==> config.mk <==
export PLATFORM = sky130hd
export DESIGN_NAME = lfsr_bank_ctrl
export DESIGN_NICKNAME = d
export VERILOG_FILES = /design/src/rtl/lfsr_bank_ctrl.sv
export SDC_FILE = /design/constraint.sdc
export NUM_CORES = 1
export LEC_CHECK = 0
export CELL_PAD_IN_SITES_DETAIL_PLACEMENT = 0
export CELL_PAD_IN_SITES_GLOBAL_PLACEMENT = 1
export CORE_UTILIZATION = 47
export DETAILED_ROUTE_END_ITERATION = 7
export PLACE_DENSITY_LB_ADDON = 0.1
export SLEW_MARGIN = 20
export SYNTH_ARGS = -nofsm -noshare
export SYNTH_HDL_FRONTEND = slang
export SYNTH_SLANG_ARGS = --single-unit
export TNS_END_PERCENT = 30
==> constraint.sdc <==
create_clock -name clk -period 4.3 [get_ports clk]
set_input_delay 0.86 -clock clk [delete_from_list [all_inputs] [get_ports clk]]
set_output_delay 0.86 -clock clk [all_outputs]
set_load 0.005 [all_outputs]
==> src/rtl/lfsr_bank_ctrl.sv <==
// lfsr_bank_ctrl: start/busy/done sequencer for a bank of Fibonacci LFSR lanes.
// Optional LFSR_LOCKUP_DETECT_EN: flag and reseed all-zero lanes during a run.
module lfsr_bank_ctrl #(
  parameter int W        = 5,
  parameter int NUM_LFSR = 7,
  parameter int CNT_W    = 16
) (
  input  logic                    clk,
  input  logic                    reset,
  input  logic                    start,
  input  logic                    abort,
  input  logic                    step_en,
  input  logic [CNT_W-1:0]        steps,
  input  logic [W+NUM_LFSR-2:0]   seed,
  input  logic [W+NUM_LFSR-2:0]   taps,
  output logic                    busy,
  output logic                    done,
  output logic [NUM_LFSR-1:0]     bits_out,
  output logic                    bit_valid,
  output logic [NUM_LFSR-1:0]     lockup
);

  localparam int SW = W + NUM_LFSR - 1;

  typedef enum logic [1:0] {
    S_IDLE,
    S_LOAD,
    S_RUN,
    S_DONE
  } state_t;

  state_t              r_state;
  logic [SW-1:0]       r_seed;
  logic [SW-1:0]       r_taps;
  logic [CNT_W-1:0]    r_steps;
  logic [CNT_W-1:0]    r_cnt;
  logic [W-1:0]        r_lane [NUM_LFSR];
  logic                r_busy;
  logic                r_done;
  logic [NUM_LFSR-1:0] r_bits;
  logic                r_valid;
  logic [NUM_LFSR-1:0] r_lockup;

  logic [W-1:0]        w_seed_win [NUM_LFSR];
  logic [W-1:0]        w_shift    [NUM_LFSR];
  logic [W-1:0]        w_next     [NUM_LFSR];
  logic [NUM_LFSR-1:0] w_bit;
  logic [NUM_LFSR-1:0] w_lock;
`ifdef LFSR_LOCKUP_DETECT_EN
  logic [NUM_LFSR-1:0] w_zero;
`endif

  // Per-lane seed window, shifted state and emitted bit for one step
  always_comb begin
    for (int i = 0; i < NUM_LFSR; i++) begin
      w_seed_win[i] = r_seed[i +: W];
      w_shift[i]    = {^(r_lane[i] & r_taps[i +: W]),
                       r_lane[i][W-1:1]};
`ifdef LFSR_LOCKUP_DETECT_EN
      w_zero[i]     = (r_lane[i] == '0);
      w_next[i]     = w_zero[i] ? w_seed_win[i] : w_shift[i];
      w_bit[i]      = w_zero[i] ? 1'b0 : r_lane[i][0];
      w_lock[i]     = w_zero[i];
`else
      w_next[i]     = w_shift[i];
      w_bit[i]      = r_lane[i][0];
      w_lock[i]     = 1'b0;
`endif
    end
  end

  // Sequencer FSM with lane datapath and registered outputs
  always_ff @(posedge clk or negedge reset) begin
    if (!reset) begin
      r_state  <= S_IDLE;
      r_seed   <= '0;
      r_taps   <= '0;
      r_steps  <= '0;
      r_cnt    <= '0;
      r_busy   <= 1'b0;
      r_done   <= 1'b0;
      r_bits   <= '0;
      r_valid  <= 1'b0;
      r_lockup <= '0;
      for (int i = 0; i < NUM_LFSR; i++) begin
        r_lane[i] <= '0;
      end
    end else begin
      r_done  <= 1'b0;
      r_valid <= 1'b0;
      unique case (r_state)
        S_IDLE: begin
          if (start) begin
            r_seed   <= seed;
            r_taps   <= taps;
            r_steps  <= steps;
            r_lockup <= '0;
            r_busy   <= 1'b1;
            r_state  <= S_LOAD;
          end
        end
        S_LOAD: begin
          if (abort) begin
            r_busy  <= 1'b0;
            r_state <= S_IDLE;
          end else begin
            for (int i = 0; i < NUM_LFSR; i++) begin
              r_lane[i] <= w_seed_win[i];
            end
            r_cnt <= r_steps;
            if (r_steps == '0) begin
              r_busy  <= 1'b0;
              r_done  <= 1'b1;
              r_state <= S_DONE;
            end else begin
              r_state <= S_RUN;
            end
          end
        end
        S_RUN: begin
          if (abort) begin
            r_busy  <= 1'b0;
            r_state <= S_IDLE;
          end else if (step_en) begin
            for (int i = 0; i < NUM_LFSR; i++) begin
              r_lane[i] <= w_next[i];
            end
            r_bits   <= w_bit;
            r_valid  <= 1'b1;
            r_lockup <= r_lockup | w_lock;
            r_cnt    <= r_cnt - CNT_W'(1);
            if (r_cnt == CNT_W'(1)) begin
              r_busy  <= 1'b0;
              r_done  <= 1'b1;
              r_state <= S_DONE;
            end
          end
        end
        S_DONE: begin
          r_state <= S_IDLE;
        end
        default: begin
          r_busy  <= 1'b0;
          r_state <= S_IDLE;
        end
      endcase
    end
  end

  assign busy      = r_busy;
  assign done      = r_done;
  assign bits_out  = r_bits;
  assign bit_valid = r_valid;
  assign lockup    = r_lockup;

endmodule
==> results.json <==
{
  "worst_hold_slack_ps": 438.6,
  "worstPathArrival_ps": 2900,
  "synth_compound_area_frac": 0.1304,
  "yosysUniqueCellTypes": 49,
  "place_area_um2": 5634,
  "synth_xor_area_frac": 0.04898,
  "p_int_uw": 2688,
  "setup_viol": 0,
  "fmax_mhz": 379.2,
  "finClkSkew_ps": 15.86,
  "synthAdderAreaFrac": 0.01249,
  "pwr-share-comb": 0.429,
  "grt-ovfl-total": 0,
  "synth_top_family_by_area": "simple AND/OR/NAND/NOR gates",
  "path_class": "flop to flop",
  "routabilityCongestion": 0.8071,
  "areaGrowthSynthToFinish_pct": 16.54,
  "async_reset_ff_frac": 1.000,
  "period_share": 0.6132,
  "cts_sinks": 101,
  "hpwl_um": 7371,
  "startpoint": "r_state[0]",
  "worst_slew_pin_slew_ps": 877.3,
  "grt_use_total": 0.2113,
  "die_h_um": 105.2,
  "cts_made_buffers": 9,
  "cts_hold_buffers": 0,
  "clockPowerShare": 0.147,
  "finalHoldViolCount": 0,
  "rr_worst_depth": 6,
  "fin_nets": 580,
  "clk_pin_slew_ps": 90,
  "seq_power_share": 0.423,
  "cts_tree": "yes",
  "netlist_area_um2": 5007,
  "period_minus_slack_ps": 2637,
  "ys_ff_latch": 101,
  "rows": 37,
  "antenna-diode-count": 0,
  "cp-endpoint": "r_cnt[2]",
  "tns_ps": 0,
  "ctsResizeCount": 0,
  "grt_pass1_vias": 3751,
  "drt-wirelength-per-cell_um": 15.96,
  "max_cap_viol_count": 0,
  "core_um2": 10320,
  "via_count": 3716,
  "post_cts_buffers": 0,
  "power_density_nw_per_um2": 751.2,
  "remaining_drc_errors": 0,
  "setup_ws_ps": 1663,
  "crit_path_start_kind": "flop",
  "htree_num_levels": 3,
  "slew_headroom": 0.4137,
  "cts-root-buf": "clkbuf_8",
  "die_area_um2": 11070,
  "synth_area_leader_cell": "dfrtp_1",
  "syn_avg_cell_area_um2": 10.28,
  "die_w_um": 105.2,
  "worstSetupEndpointType": "flop",
  "synth_common_cells": "101 x dfrtp_1, 71 x nand2_1, 45 x mux2_2, 45 x o21ai_0, 39 x a21oi_1",
  "slew_viol_final": 0,
  "synth_edf_count": 0,
  "grt_max_degree": 51,
  "synthSimpleGateAreaFrac": 0.1427,
  "timing.rr.start": "r_state[0]",
  "ir_drop_mv": 0.4209,
  "synth_most_common_cell": "dfrtp_1",
  "regToRegSetupSlack_ps": 1660,
  "p_sw_uw": 1696,
  "synthTopCellsByArea": "dfrtp_1 50%, mux2_2 10%, nand2_1 5.3%",
  "p_leak_uw": 0.002366,
  "wl_um": 10690,
  "first_iter_violations": 145,
  "preCtsSetupSlack_ps": 1361,
  "worstReg2RegEnd": "r_cnt[2]",
  "swShare": 0.3869,
  "insertion_delay_ps": 370,
  "path_max_fanout": 22,
  "clk_path_buf_depth": 2,
  "port_buffers": 52,
  "muxShareOfSynthArea": 0.1232,
  "synth-main-ff-cell": "dfrtp_1",
  "synthCells": 487,
  "synth_top_area_share": 0.5047,
  "initial_core_util": 0.4850,
  "worstPathRequired_ps": 4560,
  "vias_per_cell": 5.546,
  "grt_first_pass_wirelength_um": 18390,
  "utilization": 0.5653,
  "outcome": "finished clean",
  "hold_class": "input port to async pin",
  "antenna_found_initial": 0,
  "ant_nets": 0,
  "yosys_warnings": 0,
  "drtPass1Iterations": 4,
  "io_pins": 60,
  "postLayoutCellArea_um2": 5836,
  "rsz0062_at_grt": "false",
  "drive_above_1_share": 0.1442,
  "seq_area_frac_synth": 0.5047
}
[power groups by stage]
stage	Combinational (µW)	Clock, µW	Sequential, µW
2_1_floorplan	1490	0	1730
5_1_grt	2120	693	1920
3_3_place_gp	1840	0	1850
4_1_cts	1910	666	1850
3_5_place_dp	1910	0	1870
6_report	1880	647	1850
[stage by stage]
step | total power (µW) | cells
final | 4384 | 670
after global routing | 4739 | 670
after CTS | 4429 | 670
after detailed placement | 3778 | 657
after global placement | 3696 | 657
after floorplan | 3214 | 493
[layout by cell type, fill, tap and decap left out, types with 2 or more instances in the layout]
| cell | n |
|---|---|
| xnor2_1 | 21 |
| ha_1 | 4 |
| nand2_1 | 71 |
| dfrtp_1 | 101 |
| nor4b_1 | 2 |
| mux2i_1 | 11 |
| inv_1 | 8 |
| o221a_2 | 3 |
| nand4_1 | 3 |
| nor2b_1 | 11 |
| nor3_2 | 2 |
| bufinv_16 | 2 |
| a21oi_1 | 39 |
| o21ai_0 | 45 |
| o41a_1 | 2 |
| o211ai_1 | 4 |
| clkdlybuf4s50_1 | 51 |
| nor2_1 | 12 |
| or3_1 | 2 |
| clkbuf_8 | 10 |
| buf_4 | 7 |
| nor3b_1 | 3 |
| o22ai_1 | 8 |
| conb_1 | 7 |
| or2_2 | 2 |
| nand3_1 | 4 |
| a22oi_1 | 3 |
| nand4b_1 | 5 |
| and3_1 | 3 |
| mux2_2 | 45 |
| nor3_1 | 10 |
| xor2_1 | 7 |
| nor4_1 | 7 |
[cell families after synthesis]
family          Yosys count
mux                      56
flops                   101
fa+ha+maj                 5
other cells               1
compound gates          113
xor+xnor                 28
simple gates            144
buf+inv                  39
[worst max-delay path: stages, from the launching register on]
cell	delay, ps
dfrtp_1	400
inv_1	90
ha_2	540
mux2i_1	220
nor2_2	530
nand2_1	400
o221a_2	350
[worst min-delay path by stage]
stage,startpoint,endpoint,slack (ps),depth (start not counted)
after floorplan,r_lane[0],r_lane[0],470,2
after global placement,r_seed[1],r_seed[1],480,1
after detailed placement,r_seed[3],r_seed[3],490,1
after CTS,reset,r_seed[10],440,1
after global routing,reset,r_seed[10],470,1
final,reset,r_seed[10],440,1
[sequential cells by signal (all words and copies together) (netlist names)]
name	flops
r_seed	11
r_state	2
bits_out	7
r_cnt	16
r_steps	16
r_taps	11
busy	1
r_lane	35
bit_valid	1
done	1
[area by class of cell]
class / instances / area (µm²)
inverter: 8 / 30.03
clock inverter: 2 / 60.06
timing repair buffer: 59 / 583.1
tap: 136 / 170.2
fill: 905 / 4488
sequential: 101 / 2527
multi-input combinational: 353 / 2323
clock buffer: 11 / 141.4
[layer usage]
| metal | vias to the layer above | part of all wire | global-route usage | wire [µm] |
|---|---|---|---|---|
| met5 | - | 0 | 0 | 0 |
| met4 | 0 | 0.020 | 0.08249 | 218 |
| met3 | 17 | 0.031 | 0.04638 | 336 |
| met2 | 77 | 0.50 | 0.3524 | 5307 |
| met1 | 1830 | 0.45 | 0.2677 | 4830 |
| li1 | 1792 | - | - | - |
No activity file was read; power rests on OpenSTA's default activity.
